$ cat config.mk
export PLATFORM = sky130hd
export DESIGN_NAME = sid_dca_sched
export DESIGN_NICKNAME = d
export VERILOG_FILES = /design/src/rtl/sid_pkg.sv /design/src/rtl/sid_dca_mul.sv /design/src/rtl/sid_dca_sched.sv
export SDC_FILE = /design/constraint.sdc
export NUM_CORES = 1
export LEC_CHECK = 0
export ABC_AREA = 1
export BUFFER_PORTS_ARGS = -buffer_cell sky130_fd_sc_hd__buf_2
export CORE_UTILIZATION = 25
export CTS_CLUSTER_SIZE = 28
export DETAILED_ROUTE_END_ITERATION = 8
export PLACE_DENSITY = 0.42
export SLEW_MARGIN = 20
export SYNTH_ARGS = -nofsm -noshare
export SYNTH_HDL_FRONTEND = slang
export SYNTH_SLANG_ARGS = --single-unit
export TNS_END_PERCENT = 50
$ cat constraint.sdc
create_clock -name clock -period 6.85 [get_ports clock]
set_input_delay 1.0275 -clock clock [delete_from_list [all_inputs] [get_ports clock]]
set_output_delay 1.0275 -clock clock [all_outputs]
set_load 0.03 [all_outputs]
$ cat src/rtl/sid_pkg.sv
// sid_pkg: shared SID scheduler types, widths and the DCA scaling reference
// Contents: sched_state_t, voice datapath widths, dca_scale() reference model.
package sid_pkg;
  typedef enum logic [1:0] {IDLE, ISSUE, FLUSH, COMMIT} sched_state_t;
  localparam int SID_WAVE_W = 12;
  localparam int SID_ENV_W = 8;
  localparam int SID_VOICE_W = 14;
  localparam int SID_OUT_SHIFT = 6;
  function automatic logic signed [SID_VOICE_W-1:0] dca_scale(
    input logic [SID_WAVE_W-1:0] wave,
    input logic [SID_ENV_W-1:0] env
  );
    logic signed [19:0] a, b, p;
    a = {{8{~wave[11]}}, ~wave[11], wave[10:0]};
    b = {12'd0, env};
    p = a * b;
    return SID_VOICE_W'(p >>> SID_OUT_SHIFT);
  endfunction
endpackage

$ cat src/rtl/sid_dca_mul.sv
// sid_dca_mul: registered signed wave x envelope multiply, one clock latency
// Ports: clock; wave (offset-binary sample); env (unsigned envelope);
//        result (signed product >>> OUT_SHIFT, registered).
module sid_dca_mul #(
  parameter int WAVE_W = 12,
  parameter int ENV_W = 8,
  parameter int OUT_SHIFT = 6,
  localparam int P_W = WAVE_W + ENV_W,
  localparam int R_W = P_W - OUT_SHIFT
) (
  input  logic                  clock,
  input  logic [WAVE_W-1:0]     wave,
  input  logic [ENV_W-1:0]      env,
  output logic signed [R_W-1:0] result
);
  logic signed [P_W-1:0] a, b, p;
  always_comb begin
    a = P_W'($signed({~wave[WAVE_W-1], wave[WAVE_W-2:0]}));
    b = P_W'({1'b0, env});
    p = a * b;
  end
  always_ff @(posedge clock) result <= R_W'(p >>> OUT_SHIFT);
endmodule

$ cat src/rtl/sid_dca_sched.sv
// sid_dca_sched: time-shares one DCA multiplier across all SID voices
// Ports: clock; reset_n (sync, active-low); ce_1m (sample strobe);
//        wave_in/env_in/mute (per-voice inputs, snapshotted on an accepted ce_1m);
//        voice_out/mix_out (committed scaled voices and their sum);
//        out_valid (commit pulse); busy (schedule running); overrun (sticky dropped ce_1m).
module sid_dca_sched
  import sid_pkg::*;
#(
  parameter int NUM_VOICES = 3,
  parameter int WAVE_W = SID_WAVE_W,
  parameter int ENV_W = SID_ENV_W,
  parameter int OUT_SHIFT = SID_OUT_SHIFT,
  localparam int VOICE_W = WAVE_W + ENV_W - OUT_SHIFT,
  localparam int IDX_W = (NUM_VOICES > 1) ? $clog2(NUM_VOICES) : 1
) (
  input  logic                          clock,
  input  logic                          reset_n,
  input  logic                          ce_1m,
  input  logic [NUM_VOICES*WAVE_W-1:0]  wave_in,
  input  logic [NUM_VOICES*ENV_W-1:0]   env_in,
  input  logic [NUM_VOICES-1:0]         mute,
  output logic [NUM_VOICES*VOICE_W-1:0] voice_out,
  output logic [15:0]                   mix_out,
  output logic                          out_valid,
  output logic                          busy,
  output logic                          overrun
);
  sched_state_t state, state_nxt;
  logic [IDX_W-1:0] idx, idx_d;
  logic vld_d, issue, accept;
  logic [NUM_VOICES*WAVE_W-1:0] wave_s;
  logic [NUM_VOICES*ENV_W-1:0] env_s;
  logic [NUM_VOICES-1:0] mute_s;
  logic [WAVE_W-1:0] mul_wave;
  logic [ENV_W-1:0] mul_env;
  logic signed [VOICE_W-1:0] mul_res;
  logic [NUM_VOICES*VOICE_W-1:0] stage, stage_nxt;
  logic signed [15:0] mix_nxt;
  always_ff @(posedge clock)
    state <= !reset_n ? IDLE : state_nxt;
  always_comb
    state_nxt = state == ISSUE ? (idx == IDX_W'(NUM_VOICES - 1) ? FLUSH : ISSUE) :
                state == FLUSH ? COMMIT :
                accept         ? ISSUE  : IDLE;
  always_comb begin
    issue = state == ISSUE;
    busy = issue || state == FLUSH;
    out_valid = state == COMMIT;
    accept = ce_1m && !busy;
  end
  always_ff @(posedge clock)
    if (accept) begin
      wave_s <= wave_in;
      env_s <= env_in;
      mute_s <= mute;
    end
  // A muted voice still takes its slot; a zero envelope yields a zero result.
  always_comb begin
    mul_wave = wave_s[idx*WAVE_W +: WAVE_W];
    mul_env = mute_s[idx] ? '0 : env_s[idx*ENV_W +: ENV_W];
  end
  sid_dca_mul #(.WAVE_W(WAVE_W), .ENV_W(ENV_W), .OUT_SHIFT(OUT_SHIFT)) u_mul (
    .clock  (clock),
    .wave   (mul_wave),
    .env    (mul_env),
    .result (mul_res)
  );
  // The product of the voice issued last clock lands in lane idx_d; the
  // commit reads this merged view so the final voice needs no extra cycle.
  always_comb begin
    stage_nxt = stage;
    if (vld_d) stage_nxt[idx_d*VOICE_W +: VOICE_W] = mul_res;
    mix_nxt = '0;
    for (int i = 0; i < NUM_VOICES; i++)
      mix_nxt = mix_nxt + 16'($signed(stage_nxt[i*VOICE_W +: VOICE_W]));
  end
  always_ff @(posedge clock)
    if (!reset_n) begin
      idx <= '0;
      idx_d <= '0;
      vld_d <= 1'b0;
      stage <= '0;
      voice_out <= '0;
      mix_out <= '0;
      overrun <= 1'b0;
    end else begin
      idx <= issue ? idx + IDX_W'(1) : '0;
      idx_d <= idx;
      vld_d <= issue;
      stage <= stage_nxt;
      if (ce_1m && busy) overrun <= 1'b1;
      if (state == FLUSH) begin
        voice_out <= stage_nxt;
        mix_out <= mix_nxt;
      end
    end
endmodule

==> results.sh, run 1 <==
export IMPL_synth_nets=1788
export IMPL_arrival_ns=5.85
export IMPL_tritoncts="yes"
export IMPL_start_util_pct=25.3
export IMPL_finalSetupTns_ns=0
export IMPL_synth_top_area_share_pct=19.7
export IMPL_max_cap_viol_count=0
export IMPL_insertedDiodeCount=0
export IMPL_grt_pass1_vias=10200
export IMPL_num_io_pins=127
export IMPL_drtIter0Drc=526
export IMPL_fin_crit_ns=5.46
export IMPL_status="finished, final reports clean"
export IMPL_clockRootBuffer="clkbuf_16"
export IMPL_clockBufferDepth=2
export IMPL_ys_seq_area_share_pct=35.0
export IMPL_slew_violations=0
export IMPL_hold_viol=0
export IMPL_path_cells="inv_2 -> nand2_2 -> inv_2 -> nand2_1 -> o21ai_0 -> nand2_1 -> inv_1 -> nand2_1 -> fa_1 -> fa_1 -> inv_1 -> fa_1 -> inv_1 -> fa_1 -> inv_1 -> ha_1 -> a21oi_1 -> inv_1 -> a31oi_1 -> nor2_1 -> nor3_1 -> nand2_1 -> nand2_1 -> nand2_1"
export IMPL_fin_crit_sh_pct=79.7
export IMPL_r2r_slack_ns=1.39
export IMPL_cts_hold_buf=0
export IMPL_overflow=0
export IMPL_vias=10100
export IMPL_design_core_area_um2=49000
export IMPL_die_w_um=225
export IMPL_grt_first_pass_wirelength_mm=57.5
export IMPL_ys_ff_latch=185
export IMPL_clock_latency_ns=0.50
export IMPL_crit_required_ns=7.23
export IMPL_io_buffers=126
export IMPL_synthArstFlopShare_pct=0
export IMPL_fin_total_pwr_mw=6.62
export IMPL_rsz0062_at_grt="false"
export IMPL_area_growth_pct=15.3
export IMPL_crit_path_max_incr_delay_ns=0.63
export IMPL_finClkSkew_ns=0.0198
export IMPL_yosys_top_cells_area="dfxtp_1 20%, edfxtp_1 15%, fa_1 15%"
export IMPL_cts_inserted_buffers=17
export IMPL_hp_class="reg -> reg"
export IMPL_yosys_area_top_type="dfxtp_1"
export IMPL_peakVddDrop_uv=244
export IMPL_path_clk_slew_ns=0.08
export IMPL_setup_slack_ns=1.39
export IMPL_wire_per_inst_um=15.1
export IMPL_dpl_worst_slack_ns=1.36
export IMPL_slew_headroom_pct=32.6
export IMPL_crit_path_start_kind="flip-flop"
export IMPL_rows=81
export IMPL_dp_hpwl_mm=28.2
export IMPL_reg2reg_depth=24
export IMPL_wirelength_mm=35.6
export IMPL_setup_worst_path_start="idx[0]$_SDFF_PN0_"
export IMPL_dieArea_um2=50500
export IMPL_crit_top_cell="nand2_1"
export IMPL_synth_avg_cell_area_um2=7.88
export IMPL_worstPathMaxFanout=24
export IMPL_r2r_start="idx[0]$_SDFF_PN0_"
export IMPL_ant_nets=0
export IMPL_tightest_slew_ns=1.00
export IMPL_critPathKind="reg -> reg"
export IMPL_fin_nets=1889
export IMPL_yosys_most_used_dff="dfxtp_1"
export IMPL_setup_worst_path_end_class="flip-flop"
export IMPL_clkSinkCount=185
export IMPL_die_y_um=225
export IMPL_vias_per_cell=4.27
export IMPL_path_delay_family="adder cells"
export IMPL_grt_start_max_net_pins=78
export IMPL_power_density_nw_per_um2=463
export IMPL_fmax_mhz=183
export IMPL_p_leak_nw=7.03
export IMPL_r2r_end="u_mul.result[13]$_DFF_P_"
export IMPL_fin_hold_ws_ns=0.480
export IMPL_grt_usage_pct=14.9
export IMPL_syn_inst=1574
export IMPL_cts_resized=0
export IMPL_postCtsSetupBuffers=0
export IMPL_drc=0
export IMPL_yosysWarnings=0
export IMPL_yosysUniqueCellTypes=51
export IMPL_slowest_stage="fa_1"
export IMPL_critical_path_buf_inv_count=7
export IMPL_globalplace_congestion=0.871
export IMPL_ctsHtreeMaxLevel=4
export IMPL_final_layout_size_suffix_gt1_share_pct=13.8
export IMPL_netlist_area_um2=12400
export IMPL_setup_viol=0
export IMPL_cp_depth=24
export IMPL_cp_endpoint="u_mul.result[13]$_DFF_P_"
export IMPL_drtPass1Iterations=5
export IMPL_antenna_found_initial=1
export IMPL_synth_edf_count=63
[registers in the layout (all words and copies together) (netlist names), 2 cells and up]
register / count
idx_d: 2
idx: 2
stage: 42
voice_out: 42
state: 2
u_mul.result: 14
wave_s: 36
mix_out: 16
env_s: 24
mute_s: 3
[stage by stage]
stage	cell area [um^2]	util (%)	cells
floorplan	12400	-	1574
global placement	13700	28.0	2320
detailed placement	13700	28.0	2320
CTS	14300	29.2	2352
global route	14300	29.2	2352
finish	14300	29.2	2352
[how the worst min path moves through the flow]
stage	end	slack, ns	depth (start not counted)	start
floorplan	stage[34]$_SDFF_PN0_	0.45	2	stage[34]$_SDFF_PN0_
global placement	overrun$_SDFFE_PN0P_	0.46	2	overrun$_SDFFE_PN0P_
detailed placement	overrun$_SDFFE_PN0P_	0.46	2	overrun$_SDFFE_PN0P_
CTS	overrun$_SDFFE_PN0P_	0.48	2	overrun$_SDFFE_PN0P_
global route	voice_out[29]$_SDFFE_PN0P_	0.50	2	voice_out[29]$_SDFFE_PN0P_
finish	overrun$_SDFFE_PN0P_	0.48	2	overrun$_SDFFE_PN0P_
[power by group]
part | switching, mW | internal, mW
registers | 0.106 | 1.37
clock network | 0.519 | 0.539
logic | 2.66 | 1.43
total | 3.29 | 3.33
[final cells by class]
type / instances / area [um^2]
sequential: 185 / 4330
clock inverter: 13 / 158
inverter: 320 / 1200
tap: 664 / 831
fill: 5349 / 34700
timing repair buffer: 133 / 683
multi-input combinational: 1018 / 6640
clock buffer: 19 / 453
[routing by layer]
| metal | wire [um] | vias to the layer above | global-route usage (%) | part of all wire (%) |
|---|---|---|---|---|
| met3 | 1520 | 27 | 3.42 | 4.3 |
| met5 | 0 | - | 0 | 0 |
| met1 | 18500 | 4731 | 21.5 | 52 |
| met2 | 15100 | 220 | 22.3 | 42 |
| li1 | - | 5073 | - | - |
| met4 | 451 | 0 | 3.66 | 1.3 |
[cell usage in the layout, fill, tap and decap left out, types with 4 or more instances in the layout]
cell	n
xor2_1	13
a31oi_1	5
nand2_2	9
nand3_1	51
o211ai_1	21
o21ai_2	5
o21ai_1	39
nand2_1	312
xnor2_1	10
nor2_1	208
ha_1	57
or2_2	21
nand4_1	5
buf_2	126
edfxtp_1	63
o21ai_0	76
a22o_1	4
a21oi_1	36
dfxtp_1	122
clkbuf_16	17
inv_1	295
a21o_1	4
inv_2	21
nor3_1	7
a32oi_1	10
a21boi_1	4
fa_1	90
buf_4	7
inv_8	4
[cell families (layout without fill, tap and decap cells)]
kind of cell | count (synthesis) | in the layout | synth area share, %
AND/OR/NAND/NOR | 624 | 624 | 20.6
buffers and inverters | 371 | 485 | 11.6
AO/OA/AOI/OAI | 222 | 222 | 10.7
flip-flops | 185 | 185 | 35.0
adder cells (fa/ha/maj) | 148 | 148 | 20.4
XOR/XNOR | 24 | 24 | 1.76
[cell usage after synthesis (2+ instances only)]
master    instances
inv_1           297
fa_1             90
nand2_1         312
nand2_2           9
clkinv_1          2
a21o_1            4
a22o_1            4
buf_4             6
a31oi_1           5
buf_2            12
xor2_1           13
a32oi_1          10
xnor2_1          10
and2_1            2
nand4_1           5
a21boi_1          4
buf_1             5
or2_1             3
nor2_4            2
clkbuf_1         28
o21a_1            3
o211ai_1         21
a21oi_1          36
o21ai_2           5
or2_2            21
o21ai_0          76
edfxtp_1         63
nor2_1          208
nor3_1            7
o22ai_1           3
nand3_1          51
ha_1             58
dfxtp_1         122
o21ai_1          39
a211oi_1          2
inv_2            20
nor2_2            2
[worst min-delay path: stages, from the launching register on]
cell     delay [ns]
dfxtp_1        0.32
a21oi_1        0.04
nor2_1         0.08
Power figures use the tool's default switching activity.
==> inputs of run 2 (changes only) <==
Settings changed: PLACE_DENSITY 0.42 to 0.44.
Clock period 6.85 ns to 4.9 ns, I/O delays scaled along.
==> run 2 against run 1 <==
Effect of this change:
- via count increased by 4.7%
- utilization increased by 3.1 points
- power increased by 81%
- first-iteration DRC count decreased by 1.5%
- routed wire length increased by 1.1%
- die area unchanged
- cell count increased by 5.4%
- non-clock buffer count increased by 127
- combinational power increased by 110%
- highest routed layer unchanged
==> results.sh, run 2 (same netlist as run 1, synthesis figures left out) <==
export IMPL_status="finished, final reports clean"
export IMPL_critPathKind="reg -> reg"
export IMPL_wl_met2_mm=16.1
export IMPL_clockBufferDepth=2
export IMPL_clockRootBuffer="clkbuf_16"
export IMPL_num_io_pins=127
export IMPL_crit_path_start_kind="flip-flop"
export IMPL_hp_class="in -> reg"
export IMPL_path_clk_slew_ns=0.08
export IMPL_wire_per_inst_um=14.5
export IMPL_vias_per_cell=4.24
export IMPL_setup_worst_path_end_class="flip-flop"
export IMPL_globalplace_congestion=0.872
export IMPL_wl_met3_mm=1.72
export IMPL_cts_inserted_buffers=17
export IMPL_tritoncts="yes"
export IMPL_grt_start_max_net_pins=85
export IMPL_setup_viol=0
export IMPL_arrival_ns=5.07
export IMPL_post_route_cell_area_um2=15800
export IMPL_fin_crit_sh_pct=96.0
export IMPL_reg2reg_depth=25
export IMPL_slew_headroom_pct=30.8
export IMPL_area_growth_pct=27.5
export IMPL_fin_hold_ws_ns=0.426
export IMPL_top_regs="stage (42), voice_out (42), wave_s (36)"
export IMPL_critical_path_buf_inv_count=8
export IMPL_final_layout_size_suffix_gt1_share_pct=25.2
export IMPL_worstPathMaxFanout=21
export IMPL_cp_endpoint="u_mul.result[13]$_DFF_P_"
export IMPL_fin_crit_ns=4.70
export IMPL_power_density_nw_per_um2=757
export IMPL_path_delay_family="adder cells"
export IMPL_peakVddDrop_uv=500
export IMPL_hold_viol=0
export IMPL_tightest_slew_ns=1.04
export IMPL_r2r_end="u_mul.result[13]$_DFF_P_"
export IMPL_max_cap_viol_count=0
export IMPL_die_y_um=225
export IMPL_crit_top_cell="nand2_2"
export IMPL_r2r_slack_ns=0.20
export IMPL_insertedDiodeCount=0
export IMPL_slew_violations=0
export IMPL_finClkSkew_ns=0.0171
export IMPL_layout_commonest_cell="nand2_1"
export IMPL_final_cell_mix="291 x nand2_1, 271 x inv_1, 202 x nor2_1"
export IMPL_clkSinkCount=185
export IMPL_r2r_start="idx[0]$_SDFF_PN0_"
export IMPL_ant_nets=0
export IMPL_crit_path_max_incr_delay_ns=0.53
export IMPL_rows=81
export IMPL_cp_depth=25
export IMPL_die_w_um=225
export IMPL_wirelength_mm=36.0
export IMPL_dieArea_um2=50500
export IMPL_io_buffers=126
export IMPL_finalSetupTns_ns=0
export IMPL_setup_worst_path_start="idx[0]$_SDFF_PN0_"
export IMPL_overflow=0
export IMPL_grt_pass1_vias=10500
export IMPL_design_core_area_um2=49000
export IMPL_grt_first_pass_wirelength_mm=57.2
export IMPL_fin_total_pwr_mw=12.0
export IMPL_drtPass1Iterations=5
export IMPL_hold_start="wave_in[23]"
export IMPL_p_leak_nw=7.69
export IMPL_crit_required_ns=5.27
export IMPL_clock_latency_ns=0.48
export IMPL_wl_met1_mm=17.8
export IMPL_fin_nets=2017
export IMPL_slowest_stage="fa_1"
export IMPL_ctsHtreeMaxLevel=4
export IMPL_placed_cell_area_um2=14500
export IMPL_drc=0
export IMPL_dp_hpwl_mm=29.0
export IMPL_fmax_mhz=213
export IMPL_vias=10500
export IMPL_antenna_found_initial=0
export IMPL_grt_usage_pct=14.7
export IMPL_maxUsedRoutingLayer="met4"
export IMPL_start_util_pct=25.3
export IMPL_drtIter0Drc=518
run 2: final cells by class:
class                           instances  area [um^2]
Clock buffer                           20          478
Clock inverter                         12          148
Sequential cell                       185         4340
Inverter                              320         1240
Timing Repair Buffer                  260         1700
Tap cell                              664          831
Fill cell                            5277        33100
Multi-Input combinational cell       1019         7070
run 2: repair_timing:
item,CTS,global route
pin swaps,0,54
cloned,0,1
hold buffers,0,0
setup buffers,0,24
gates resized for setup,8,134
endpoints found under the setup margin,4,19
run 2: layer usage:
metal / vias to the layer above / global-route usage, %
li1: 5337 / -
met3: 21 / 3.79
met5: - / 0
met2: 195 / 23.0
met4: 0 / 3.42
met1: 4972 / 20.2
run 2: worst min path at each step:
stage | end | depth (start not counted)
after CTS | wave_s[23]$_DFFE_PP_ | 1
after global routing | wave_s[15]$_DFFE_PP_ | 1
after global placement | overrun$_SDFFE_PN0P_ | 2
final | wave_s[23]$_DFFE_PP_ | 1
after detailed placement | overrun$_SDFFE_PN0P_ | 2
after floorplan | stage[34]$_SDFF_PN0_ | 2
run 2: metrics by stage:
stage / util, % / std cells / setup WS [ns]
2_1_floorplan: - / 1574 / 0.00612
4_1_cts: 30.9 / 2455 / 0.0292
6_report: 32.3 / 2480 / 0.198
3_3_place_gp: 29.6 / 2423 / -0.0612
5_1_grt: 32.3 / 2480 / -0.0298
3_5_place_dp: 29.6 / 2423 / -0.0915
run 2: power breakdown:
part | total (mW) | internal (mW) | switching (mW)
Clock | 1.50 | 0.824 | 0.677
Sequential | 2.06 | 1.91 | 0.149
Combinational | 8.40 | 3.79 | 4.61
Total | 12.0 | 6.53 | 5.44
